===== config.mk =====
export PLATFORM = sky130hd
export DESIGN_NAME = mux_sel_arbiter
export DESIGN_NICKNAME = d
export VERILOG_FILES = /design/src/rtl/mux_sel_arbiter.sv
export SDC_FILE = /design/constraint.sdc
export NUM_CORES = 1
export LEC_CHECK = 0
export ABC_AREA = 1
export CELL_PAD_IN_SITES_DETAIL_PLACEMENT = 0
export CELL_PAD_IN_SITES_GLOBAL_PLACEMENT = 1
export CORE_MARGIN = 8
export CORE_UTILIZATION = 42
export CTS_CLUSTER_DIAMETER = 80
export CTS_CLUSTER_SIZE = 30
export DETAILED_ROUTE_END_ITERATION = 16
export MAX_ROUTING_LAYER = met4
export PLACE_DENSITY_LB_ADDON = 0.1
export SYNTH_ARGS = -nofsm -noshare
export SYNTH_HDL_FRONTEND = slang
export SYNTH_SLANG_ARGS = --single-unit

===== constraint.sdc =====
create_clock -name clk -period 4.6 [get_ports clk]
set_clock_uncertainty 0.15 [all_clocks]
set_input_delay 0.46 -clock clk [delete_from_list [all_inputs] [get_ports clk]]
set_output_delay 0.46 -clock clk [all_outputs]
set_load 0.02 [all_outputs]

===== src/rtl/mux_sel_arbiter.sv =====
// Round-robin arbiter driving the 2-bit select of a 4:1 mux stage.
// Grants one requester at a time, rotating after MAX_HOLD cycles unless locked.
module mux_sel_arbiter #(
  parameter int MAX_HOLD = 8,
  parameter int HOLD_W   = 8
) (
  input  logic       clk,
  input  logic       rst_n,
  input  logic [3:0] req,
  input  logic       lock,
  output logic [1:0] sel,
  output logic [3:0] gnt,
  output logic       busy
);

  typedef enum logic {IDLE, GRANT} st_e;

  localparam logic [HOLD_W-1:0] MAX_C = HOLD_W'(MAX_HOLD);
  localparam logic [HOLD_W-1:0] ONE   = HOLD_W'(1);

  st_e               st_q, st_d;
  logic [1:0]        ptr_q, ptr_d;
  logic [1:0]        sel_q, sel_d;
  logic [3:0]        gnt_q, gnt_d;
  logic              busy_q, busy_d;
  logic [HOLD_W-1:0] cnt_q, cnt_d;

  logic [1:0] nxt;
  logic [1:0] win;
  logic [3:0] others;

  // First set bit of r at or above start, wrapping 3 -> 0.
  function automatic logic [1:0] pick(input logic [3:0] r, input logic [1:0] start);
    logic [1:0] idx;
    pick = start;
    for (int k = 3; k >= 0; k--) begin
      idx = start + 2'(k);
      if (r[idx]) pick = idx;
    end
  endfunction

  always_comb begin
    st_d   = st_q;
    ptr_d  = ptr_q;
    sel_d  = sel_q;
    gnt_d  = gnt_q;
    busy_d = busy_q;
    cnt_d  = cnt_q;
    nxt    = sel_q + 2'd1;
    win    = 2'd0;
    others = req & ~(4'b0001 << sel_q);
    case (st_q)
      IDLE: begin
        if (|req) begin
          win    = pick(req, ptr_q);
          st_d   = GRANT;
          sel_d  = win;
          gnt_d  = 4'b0001 << win;
          busy_d = 1'b1;
          cnt_d  = ONE;
        end
      end
      GRANT: begin
        if (!req[sel_q]) begin
          // Release wins over timeout; hand off with no idle bubble.
          ptr_d = nxt;
          if (|req) begin
            win   = pick(req, nxt);
            sel_d = win;
            gnt_d = 4'b0001 << win;
            cnt_d = ONE;
          end else begin
            st_d   = IDLE;
            gnt_d  = 4'b0000;
            busy_d = 1'b0;
          end
        end else if (cnt_q < MAX_C) begin
          cnt_d = cnt_q + ONE;
        end else if (!lock) begin
          cnt_d = ONE;
          if (|others) begin
            win   = pick(others, nxt);
            ptr_d = nxt;
            sel_d = win;
            gnt_d = 4'b0001 << win;
          end
        end
      end
      default: st_d = IDLE;
    endcase
  end

  always_ff @(posedge clk) begin
    if (!rst_n) begin
      st_q   <= IDLE;
      ptr_q  <= 2'd0;
      sel_q  <= 2'd0;
      gnt_q  <= 4'b0000;
      busy_q <= 1'b0;
      cnt_q  <= '0;
    end else begin
      st_q   <= st_d;
      ptr_q  <= ptr_d;
      sel_q  <= sel_d;
      gnt_q  <= gnt_d;
      busy_q <= busy_d;
      cnt_q  <= cnt_d;
    end
  end

  assign sel  = sel_q;
  assign gnt  = gnt_q;
  assign busy = busy_q;

endmodule

Word-level counts from Yosys, hierarchy flattened. Cells that the tools add are included.

$add $sub $neg: 8. $lt $le $gt $ge: 10. Eq/ne operators: 11. Shifts and indexed selects: 4. Multiplexer cells: 78. Bitwise gates (word level): 3. Reduce and logical (&&, ||, !) cells: 6.

Operators with widths (count): 2-bit two-way mux (32); 8-bit two-way mux (4); 2-bit by 3-bit < comparator with 1-bit output (second input constant) (9); 1-bit binary-select mux with 2-bit select (13); 4-bit two-way mux (6); 1-bit two-way mux (18); 8-bit one-hot mux with 2 select lines (1); 1-bit by 2-bit << shifter with 4-bit output (first input constant) (4); 2-bit inequality test (second input constant) (5); 2-bit adder (second input constant) (4); 8-bit by 1-bit adder with 8-bit output (second input constant) (1); 8-bit by 4-bit < comparator with 1-bit output (second input constant) (1); 4-bit one-hot mux with 2 select lines (1); 4-bit AND reduction (2); 4-bit OR reduction (2); 2-bit by 1-bit adder with 2-bit output (second input constant) (3); 3-bit inequality test (second input constant) (2); 5-bit AND reduction (1); 4-bit AND (1); 4-bit by 3-bit inequality test with 1-bit output (second input constant) (1); 4-bit inverter (1); 1-bit one-hot mux with 2 select lines (2); 2-bit one-hot mux with 2 select lines (1); 3-bit by 1-bit inequality test with 1-bit output (second input constant) (1); other kinds (4) (4).

Register bits after elaboration: 18. Input bits: 7. Output and inout bits: 7. Logic and storage cells: 126.

Logic depth before layout (Yosys ltp).
Depth after elaboration: 20. Gate-level depth with buffers: 20. Depth with buffers taken out: 19.

Worst setup path after synthesis. OpenSTA, ideal clock, no wires.

Kind: register -> register. From: register sel_q[0], in the netlist sel[0]. To: register gnt_q[2], in the netlist gnt[2]. Setup time: 0.070 ns. Arrival: 2.339 ns. Data required time: 4.380 ns. Path slack: 2.041 ns. Stages on the path, launching flop included: 17. Clock period less this slack: 2.559 ns. Cell sequence: dfxtp_1 -> inv_2 -> buf_6 -> ha_1 -> inv_2 -> nand2_1 -> nand2_1 -> nand2_1 -> nand2_1 -> inv_2 -> o21ai_2 -> nand3_1 -> a21oi_1 -> nand3_1 -> o21ai_0 -> nand2_1 -> a21oi_1.

RTL lines: start: declaration (line 23) `logic [1:0] sel_q, sel_d;`; start signal: assignment (line 104) `sel_q <= sel_d;`; 2-bit by 1-bit adder with 2-bit output * (line 49) `nxt = sel_q + 2'd1;`; via nxt[0] (line 28) `logic [1:0] nxt;`; 2-bit adder (line 37) `idx = start + 2'(k);`; 1-bit binary-select mux with 2-bit select (line 38) `if (r[idx]) pick = idx;`; 1-bit two-way mux (not written as such) (line 38); 2-bit two-way mux (4 in series) (line 38); 2-bit two-way mux (line 81) `if (|others) begin`; 2-bit two-way mux (line 79) `end else if (!lock) begin`; 2-bit two-way mux (line 77) `end else if (cnt_q < MAX_C) begin`; 2-bit two-way mux (line 64) `if (!req[sel_q]) begin`; 2-bit two-way mux (line 52) `case (st_q)`; 1-bit by 2-bit << shifter with 4-bit output (line 85) `gnt_d = 4'b0001 << win;`; 4-bit two-way mux (line 81); 4-bit two-way mux (line 79); 4-bit two-way mux (line 77); 4-bit two-way mux * (line 64); 4-bit one-hot mux with 2 select lines * (line 52); end signal: assignment (line 105) `gnt_q <= gnt_d;`; end: declaration (line 24) `logic [3:0] gnt_q, gnt_d;`.

The timed path passes the listed nets; every way through them passes the cells marked *. The select of a mux whose other input is x is not followed. A chain may end at the register's enable or synchronous reset.

Worst setup path after layout.
From: register sel_q[0], in the netlist sel[0]. To: register gnt_q[0], in the netlist gnt[0].

The elaborated chain is that of the path after synthesis.

==> out/qor.yml <==
min_path:
  holdPathStages: 2
  holdPathEnd: "cnt_q[5]"
  worst_min_delay_path_category: "reg2reg"
  start_point_of_the_worst_hold_path: "cnt_q[5]"
pwr:
  cellPowerDensity_mw_per_mm2: 483
  clockPowerShare: 0.123
  internal_power_uw: 399
  swShare: 0.498
  seq_power_share: 0.259
  p_comb_frac: 0.618
  ir_drop_v: 0.000299
  p_leak_uw: 0.000805
  power_switching_uw: 396
drt:
  via_per_inst: 4.86
  routed_length_per_instance_um: 11.4
  drcViolationCount: 0
  detail_route.wirelength_mm: 3.49
  detailroute.via_count: 1492
  antenna_violating_nets_post_route: 0
  drtPass1Iterations: 4
  drt-initial-drc-count: 93
critical_path:
  criticalPathCategory: "reg2reg"
  regToRegEndpoint: "gnt[0]"
  regToRegSetupSlack_ns: 1.52
  crit_path_start_kind: "flop"
  cp_slowest_stage_delay_ns: 0.74
  cp_slowest_cell: "dfxtp_1"
  crit-reg2reg-launch: "sel[0]"
  data_required_time_at_the_worst_endpoint_ns: 4.68
  worstPathCellList: "inv_2 > ha_1 > inv_2 > nand2_1 > nand2_1 > nand2_1 > nand2_1 > inv_2 > o21ai_2 > nand3_1 > a21oi_1 > nand2_1 > o211ai_1 > nand2_1 > a21oi_1"
  r2r_cells: 15
  worst_ep_arrival_time_ns: 3.16
  crit_path_max_fanout: 19
  critical-path-top-cell-by-count: "nand2_1"
  critPathCaptureType: "flop"
grt:
  grt_pass1_vias: 1346
  antenna_found_initial: 0
  grt_start_max_net_pins: 20
  tot_gr_track_use: 0.137
  gr-total-overflow: 0
  wire_length_of_the_first_global_routing_pass_mm: 5.81
logic_synthesis:
  yosys.cell_types.count: 30
  synth_top_area_share: 0.249
  synthesis.instances: 247
  post-synth-top-area-cell: "dfxtp_1"
  register_bit_count_reported_by_yosys: 18
  async_reset_ff_frac: 0
  synth_enable_flop_cells: 0
  yosysWarnings: 0
  post_synth_instance_area_sq_mm: 0.00145
  synth.top_cells.by_area: "dfxtp_1 (25%), nand2_1 (23%), nand3_1 (8.0%), inv_1 (6.2%), nor2_1 (5.2%)"
  synth.yosys.seq_area_share: 0.249
  synthesis.area_per_instance_sq_um: 5.86
  ys_dominant_reg_cell: "dfxtp_1"
  syn_nets: 259
place:
  numPortBuffers: 13
  dpl.hpwl_mm: 2.74
  placed_cells_incl_taps: 303
  gp_routability_congestion: 0.881
  placement.setup.worst_slack_ns: 1.56
sta:
  finalSetupViolations: 0
  worst_slack_ns: 1.52
  maxSlewViolCount: 0
  upper_clock_frequency_limit_mhz: 325
  timing.final.crit_period_ns: 3.08
  rsz0062_at_grt: "false"
  worst-slew-pin-transition_ns: 0.634
  fin_hold_viols: 0
  fin_crit_sh: 0.669
  setup_total_negative_slack_ns: 0
  slew_headroom: 0.577
cells_and_area:
  fraction_of_final_layout_cells_with_drive_strength_greater_than_1: 0.0805
  stdcell_count: 307
  design.final.nets: 274
  synthToLayoutAreaGrowth_pct: 13.9
  antenna_cells: 0
clock_network:
  cts_buffers: 3
  clk_latency_ns: 0.30
  clk_root_buffer_cell: "clkbuf_4"
  cts_buffer_depth: 2
  tritoncts_num_sinks: 18
  postCtsSetupRepairBufs: 0
  ctsResizeCount: 0
  cts_hold_buf: 0
  tritoncts_clock_tree: "built"
  h-tree-depth: 1
  clk_transition_reported_paths_ns: 0.11
floorplan:
  core-area_sq_mm: 0.00331
  start_util: 0.437
  placementRows: 21
  die_height_um: 74.7
  die_area_sq_mm: 0.00558
  die_width_um: 74.7
  num_io_pins: 14
flow_run:
  max_cap_violations: 0
status:
  run_status: "finished clean"
==> cells by family after synthesis <==
logic type / Yosys count / synth area share
xor+xnor: 3 / 0.0182
simple gates: 146 / 0.426
compound gates: 40 / 0.162
buf+inv: 35 / 0.101
flops: 18 / 0.249
fa+ha+maj: 5 / 0.0433
==> sequential cells by signal, summed over array words and instances (netlist names) <==
register	count
busy	1
cnt_q	8
gnt	4
ptr_q	2
sel	2
st_q	1
==> cells in the final DEF, fill, tap and decap left out, types with 3 or more instances in the layout <==
cell type | Yosys | layout
clkbuf_4 | 0 | 3
ha_1 | 5 | 5
inv_2 | 5 | 5
dfxtp_1 | 18 | 18
inv_1 | 24 | 24
nand3_1 | 23 | 23
a31oi_1 | 3 | 3
a21oi_2 | 3 | 3
nor2_1 | 20 | 20
o21ai_0 | 12 | 12
nand2_2 | 4 | 4
o21ai_1 | 3 | 3
clkdlybuf4s50_1 | 0 | 13
nand2_1 | 88 | 88
a21oi_1 | 12 | 12
nor3_1 | 4 | 4
==> synth_stat cells (2+ instances only) <==
cell type,number
o211ai_1,2
buf_4,2
inv_2,5
a22oi_1,2
a21oi_2,3
nor3_1,4
ha_1,5
a21oi_1,12
o21ai_1,3
nor2_1,20
nand3_2,2
nand2_2,4
nand2_1,88
inv_1,24
xor2_1,2
a31oi_1,3
nand4_1,2
o21ai_0,12
nand3_1,23
clkinv_1,2
dfxtp_1,18
==> metrics by stage <==
stage	utilization	total power [uW]	hold slack, ns	cell area [sq um]
floorplan	-	594	0.265	1450
global placement	0.487	708	0.274	1610
detailed placement	0.487	701	0.277	1610
CTS	0.498	801	0.292	1650
global route	0.498	881	0.319	1650
finish	0.498	795	0.289	1650
==> power by group through the flow <==
stage / sequential, uW / combinational [uW] / clock (uW)
6_report: 206 / 491 / 97.8
5_1_grt: 212 / 562 / 107
4_1_cts: 206 / 494 / 101
3_5_place_dp: 210 / 491 / 0
3_3_place_gp: 211 / 498 / 0
2_1_floorplan: 214 / 380 / 0
==> layout make-up <==
type | instances | area [sq um]
Sequential cell | 18 | 360
Fill cell | 353 | 1660
Timing Repair Buffer | 14 | 138
Multi-Input combinational cell | 194 | 940
Tap cell | 46 | 57.6
Clock buffer | 4 | 36.3
Inverter | 31 | 116
==> how the worst max path moves through the flow <==
stage | endpoint | slack [ns] | depth (start not counted) | startpoint
floorplan | gnt[2] | 2.04 | 16 | sel[0]
global placement | gnt[0] | 1.58 | 15 | sel[0]
detailed placement | gnt[0] | 1.56 | 15 | sel[0]
CTS | gnt[0] | 1.52 | 15 | sel[0]
global route | gnt[1] | 1.21 | 19 | sel[0]
finish | gnt[0] | 1.52 | 15 | sel[0]
==> critical path: cells and delay by family (launching register included) <==
family          cells  cell delay [ns]
fa+ha+maj           1             0.43
compound gates      4             0.52
flops               1             0.74
buf+inv             3             0.44
simple gates        7             0.71
==> metal layers <==
layer / GRT usage / wire length, um
met3: 0.0226 / 120
met5: - / 0
met1: 0.164 / 1790
met2: 0.223 / 1530
met4: 0.0522 / 50
Power figures use the tool's default switching activity.
